$ cat src/rtl/im_gray_conv.sv
// Streams N RGB words from image memory, converts to 8-bit luma, writes back in place.
// Optional IM_GRAY_THRESHOLD_EN binarises the luma against a threshold input.
module im_gray_conv #(
    parameter int DATA_W = 32,
    parameter int ADDR_W = 19
) (
    input  logic              clk,
    input  logic              rst,
    input  logic              start,
    input  logic              abort,
    input  logic [ADDR_W-1:0] n_pixels,
    output logic              busy,
    output logic              done,
    output logic              r_en,
    output logic [ADDR_W-1:0] r_addr,
    input  logic [DATA_W-1:0] r_data,
`ifdef IM_GRAY_THRESHOLD_EN
    input  logic [7:0]        threshold,
`endif
    output logic              w_en,
    output logic [ADDR_W-1:0] w_addr,
    output logic [DATA_W-1:0] w_data
);

    typedef enum logic [1:0] {
        IDLE  = 2'd0,
        READ  = 2'd1,
        DRAIN = 2'd2
    } state_t;

    state_t            state_q, state_d;
    logic              r_en_q, r_en_d;
    logic [ADDR_W-1:0] r_addr_q, r_addr_d;
    logic [ADDR_W-1:0] last_q, last_d;
    logic              done_q, done_d;
    logic              flush;

    logic              s1_valid_q, s1_valid_d;
    logic [ADDR_W-1:0] s1_addr_q;
    logic              w_en_q, w_en_d;
    logic [ADDR_W-1:0] w_addr_q, w_addr_d;
    logic [DATA_W-1:0] w_data_q, w_data_d;

    logic [15:0]       sum;
    logic [7:0]        y;
    logic [DATA_W-1:0] pix;
    logic [DATA_W-16:0] unused_bits;

    always_comb begin
        state_d  = state_q;
        r_en_d   = 1'b0;
        r_addr_d = r_addr_q;
        last_d   = last_q;
        done_d   = 1'b0;
        flush    = 1'b0;
        unique case (state_q)
            IDLE: begin
                if (start) begin
                    if (n_pixels != '0) begin
                        state_d  = READ;
                        r_en_d   = 1'b1;
                        r_addr_d = '0;
                        last_d   = n_pixels - ADDR_W'(1);
                    end else begin
                        done_d = 1'b1;
                    end
                end
            end
            READ: begin
                if (abort) begin
                    state_d = IDLE;
                    flush   = 1'b1;
                end else if (r_addr_q == last_q) begin
                    state_d = DRAIN;
                end else begin
                    r_en_d   = 1'b1;
                    r_addr_d = r_addr_q + ADDR_W'(1);
                end
            end
            DRAIN: begin
                if (abort) begin
                    state_d = IDLE;
                    flush   = 1'b1;
                end else if (!s1_valid_q) begin
                    // last pixel is in the write stage this cycle
                    state_d = IDLE;
                    done_d  = 1'b1;
                end
            end
            default: state_d = IDLE;
        endcase
    end

    always_comb begin
        sum = 16'd77  * {8'd0, r_data[23:16]}
            + 16'd150 * {8'd0, r_data[15:8]}
            + 16'd29  * {8'd0, r_data[7:0]};
        y   = sum[15:8];
`ifdef IM_GRAY_THRESHOLD_EN
        pix = (y >= threshold) ? DATA_W'(24'hFFFFFF) : '0;
`else
        pix = DATA_W'({y, y, y});
`endif
    end

    assign unused_bits = {sum[7:0], r_data[DATA_W-1:24]};

    always_comb begin
        s1_valid_d = r_en_q & ~flush;
        w_en_d     = s1_valid_q & ~flush;
        w_addr_d   = w_addr_q;
        w_data_d   = w_data_q;
        if (s1_valid_q) begin
            w_addr_d = s1_addr_q;
            w_data_d = pix;
        end
    end

    always_ff @(posedge clk or posedge rst) begin
        if (rst) begin
            state_q    <= IDLE;
            r_en_q     <= 1'b0;
            r_addr_q   <= '0;
            last_q     <= '0;
            done_q     <= 1'b0;
            s1_valid_q <= 1'b0;
            s1_addr_q  <= '0;
            w_en_q     <= 1'b0;
            w_addr_q   <= '0;
            w_data_q   <= '0;
        end else begin
            state_q    <= state_d;
            r_en_q     <= r_en_d;
            r_addr_q   <= r_addr_d;
            last_q     <= last_d;
            done_q     <= done_d;
            s1_valid_q <= s1_valid_d;
            s1_addr_q  <= r_addr_q;
            w_en_q     <= w_en_d;
            w_addr_q   <= w_addr_d;
            w_data_q   <= w_data_d;
        end
    end

    assign busy   = (state_q != IDLE);
    assign done   = done_q;
    assign r_en   = r_en_q;
    assign r_addr = r_addr_q;
    assign w_en   = w_en_q;
    assign w_addr = w_addr_q;
    assign w_data = w_data_q;

endmodule

$ cat config.mk
export PLATFORM = sky130hd
export DESIGN_NAME = im_gray_conv
export DESIGN_NICKNAME = d
export VERILOG_FILES = /design/src/rtl/im_gray_conv.sv
export SDC_FILE = /design/constraint.sdc
export NUM_CORES = 1
export LEC_CHECK = 0
export BUFFER_PORTS_ARGS = -buffer_cell sky130_fd_sc_hd__buf_2
export CAP_MARGIN = 0
export CORE_MARGIN = 5
export CORE_UTILIZATION = 30
export DETAILED_ROUTE_END_ITERATION = 8
export PLACE_DENSITY_LB_ADDON = 0.08
export SYNTH_ARGS = -nofsm -noshare
export SYNTH_HDL_FRONTEND = slang
export SYNTH_SLANG_ARGS = --single-unit
export TNS_END_PERCENT = 5
$ cat constraint.sdc
create_clock -name clk -period 2.5 [get_ports clk]
set_input_delay 0.125 -clock clk [delete_from_list [all_inputs] [get_ports clk]]
set_output_delay 0.125 -clock clk [all_outputs]
set_load 0.01 [all_outputs]
==> impl_results.md <==
- Status: finished with violations
- Failing checks: negative setup slack
- GRT Resource Usage Total: between 10% and 20%
- FF+latch count, synth: 90
- Slew HR: 67.3%
- Cts bufs inserted: 9
- HP Start: abort
- Largest net degree at the start of global routing: between 50 and 60
- Share of the synthesized area in the top cell type: 30.0%
- First-pass GRT wire length: around 33000 um
- Worst R2R Path Depth: 8
- Final WS setup: -2.82 ns
- R2r endpoint: r_addr[7]$_DFFE_PP0P_
- Ports: around 130
- Setup TNS Final: -20.90 ns
- GPL Wtd Cong: 0.818
- Area Overhead vs Synth: 29.8%
- Worst skew pair latency: approximately 0.34 ns
- Max cap viols: 0
- Worst r2r src: r_addr[6]$_DFFE_PP0P_
- DRT iter0 DRCs: 293
- Core ar.: between 20000 and 25000 um2
- DRC viols: 0
- Hold path depth: 2
- Synth area leaders: dfrtp_1 (30%), ha_1 (15%), fa_1 (15%)
- CTS HTree Levels: 3
- Fillers: between 2000 and 2500
- Max incr delay on CP: 0.52 ns
- Row cnt: between 50 and 60
- Avg Synthesized Cell Area: 10.2 um2
- Final Total Pwr: 0.0137 W
- Register area share after synthesis: 30.0%
- Die area: 28300 um2
- Tmin final: ~5.3 ns
- Slew Viols, Final: 0
- Crit Path Class: in2reg
- Worst EP arrival: 5.54 ns
- CP Launch Type: input port
- Pleak: about 5.1 nW
- Routed len/inst: 15.5 um
- Post-synth top cells: inv_1 (104), dfrtp_1 (90), ha_1 (89), fa_1 (55), nand2_1 (44)
- Multi-input logic area: 4850 um2
- Hpwl dp: about 17000 um
- Crit. End Element: register
- Critical Path RT: 2.72 ns
- Critical path's slowest cell: fa_1
- Most common cell in the netlist: inv_1
- Number of global-route vias before repair: 6495
- Cells after DPL: about 1300
- Post-Synthesis Cells: roughly 730
- Hold path endpoint: w_en$_DFF_PP0_
- Initial antenna violation count: 0
- Fin cells: ~1300
- Diode count: 0
- Post-detailed-route count of antenna-violating nets: 0
- Setup slack, reg-to-reg: 0.32 ns
- Netlist cell types: 60
- Asr flop ratio synth: 100%
- Mapped Area: roughly 7500 um2
- Worst-path clk slew: 0.06 ns
- Root Driver: clkbuf_16
- Nets: about 1100
- Cell taking the most area after synthesis: dfrtp_1
- Power per standard cell area: approximately 1400 nW/um2
- WL final: 19800 um
- Crit path buffers/inverters: 4
- TritonCTS clock tree: done
- Share of cells above drive strength 1: 34.5%
- Longest Clk Path Bufs: 2
- Area occupied by registers: ~2300 um2
- Via density per instance: 4.61
- Drt pass-1 iters: 4
- Total gr overflow: 0
- Total number of yosys warnings: 0
- Input/output buffers: 112
- RSZ-0062 raised after global routing: true
- Clk_skew: roughly 0.0096 ns
- Final setup viols: 8
- Worst path top cell family by delay: adder cells
- Post-synth top flop: dfrtp_1
- Crit-path cells: buf_2 > ha_4 > ha_4 > inv_2 > fa_1 > inv_1 > fa_1 > ha_4 > xor2_2 > fa_1 > fa_1 > fa_1 > inv_1 > fa_1 > ha_4 > and3_4 > o2111ai_4 > o2bb2ai_4 > a21boi_2 > xnor2_1 > mux2_2
- Slew @ Worst Pin: about 0.48 ns
- Die height: between 150 and 200 um
- VDD IR max: 0.00130 V
- Tightest Hold Check Type: in2reg
- Initial cell density of the core: a little under a third
- Tcrit/Tclk final: 213%
- Cell mode on critical path: fa_1
- Post-synth EDFFs: 0
- Max Fanout on Critical Path: 4
- Final-report hold violation count: 0
- Via Count: between 5000 and 6000
- Die width: 168 um
- F_max: 0.188 GHz
- Clk sinks: 90
-- per-layer routing --
| layer | up-vias | part of all wire [%] | global-route usage [%] |
|---|---|---|---|
| met2 | 117 | 52 | 25.7 |
| met5 | - | 0 | 0 |
| met1 | 2844 | 43 | 17.9 |
| met3 | 22 | 3.6 | 2.27 |
| met4 | 0 | 1.4 | 3.95 |
| li1 | 2900 | - | - |
-- cell type report --
| cell class | instances | area share [%] |
|---|---|---|
| clock inverter | 5 | 0.411 |
| clock buffer | 10 | 2.35 |
| timing repair buffer | 239 | 16.1 |
| multi-input combinational | 504 | 49.8 |
| tap | 324 | 4.16 |
| inverter | 104 | 4.03 |
| sequential | 90 | 23.1 |
-- stage by stage --
stage          hold WS, ns  setup slack [ns]  util, %  cell area, um2
2_1_floorplan        0.205             -2.89        -            7670
6_report            0.0356             -2.82     39.8            9740
3_3_place_gp         0.180             -3.28     38.1            9330
4_1_cts             0.0242             -2.93     39.4            9630
5_1_grt             0.0336             -3.03     39.8            9740
3_5_place_dp         0.184             -3.34     38.1            9330
-- registers in the layout (all words and copies together) (netlist names) --
signal	count
done	1
last_q	19
w_addr	19
w_data	8
w_en	1
state_q	2
r_en	1
s1_valid_q	1
r_addr	19
s1_addr_q	19
-- timing repair --
item / in CTS / in global routing
gates resized for setup: 5 / 19
endpoints found under the setup margin: 8 / 8
setup buffers: 0 / 1
hold buffers: 1 / 0
endpoints found under the hold margin: 35 / 0
pin swaps: 3 / 22
-- cell families (layout without fill, tap and decap cells) --
family | count (synthesis) | in the layout | share of synthesized area [%]
AO/OA/AOI/OAI | 134 | 134 | 12.5
XOR/XNOR | 45 | 45 | 5.25
adder cells (fa/ha/maj) | 144 | 144 | 29.5
buffers and inverters | 147 | 358 | 8.97
flip-flops | 90 | 90 | 30.0
multiplexers | 24 | 24 | 3.57
other | 1 | 8 | 0.0500
AND/OR/NAND/NOR | 149 | 149 | 10.2
-- worst max-delay path by stage --
| stage | start | slack, ns | endpoint | cells past startpoint |
|---|---|---|---|---|
| 2_1_floorplan | r_data[12] | -2.89 | w_data[21]$_DFFE_PP0P_ | 20 |
| 3_3_place_gp | r_data[12] | -3.28 | w_data[22]$_DFFE_PP0P_ | 21 |
| 3_5_place_dp | r_data[12] | -3.34 | w_data[21]$_DFFE_PP0P_ | 21 |
| 4_1_cts | r_data[12] | -2.93 | w_data[21]$_DFFE_PP0P_ | 21 |
| 5_1_grt | r_data[13] | -3.03 | w_data[15]$_DFFE_PP0P_ | 27 |
| 6_report | r_data[12] | -2.82 | w_data[21]$_DFFE_PP0P_ | 21 |
-- layout by cell type, fill, tap and decap left out, types with 8 or more instances in the layout --
| cell type | count |
|---|---|
| inv_1 | 98 |
| buf_4 | 123 |
| dfrtp_1 | 90 |
| nand2_1 | 44 |
| xnor2_1 | 18 |
| buf_2 | 110 |
| a21o_1 | 12 |
| a21oi_1 | 16 |
| ha_4 | 11 |
| o21ai_2 | 8 |
| o211ai_1 | 18 |
| fa_1 | 55 |
| o21ai_0 | 20 |
| conb_1 | 8 |
| nand3_1 | 13 |
| clkbuf_16 | 9 |
| ha_1 | 78 |
| nor2_1 | 27 |
| a22o_1 | 14 |
| nor4_1 | 10 |
| mux2_2 | 22 |
| a21oi_2 | 8 |
| nor3_1 | 9 |
| xor2_1 | 25 |
-- power by group --
part	internal (W)	switching, W
logic	0.00524	0.00505
clock network	0.000673	0.000572
registers	0.00184	0.000316
-- worst register-to-register path, cell delays in order (launching register included) --
cell and delay (ns):
dfrtp_1 0.51, xor2_1 0.17, nor4_1 0.07, buf_4 0.15, and3_1 0.17, a21oi_1 0.34, buf_4 0.26, o221ai_1 0.15
a22o_1 0.26
No activity file was read; power rests on OpenSTA's default activity.
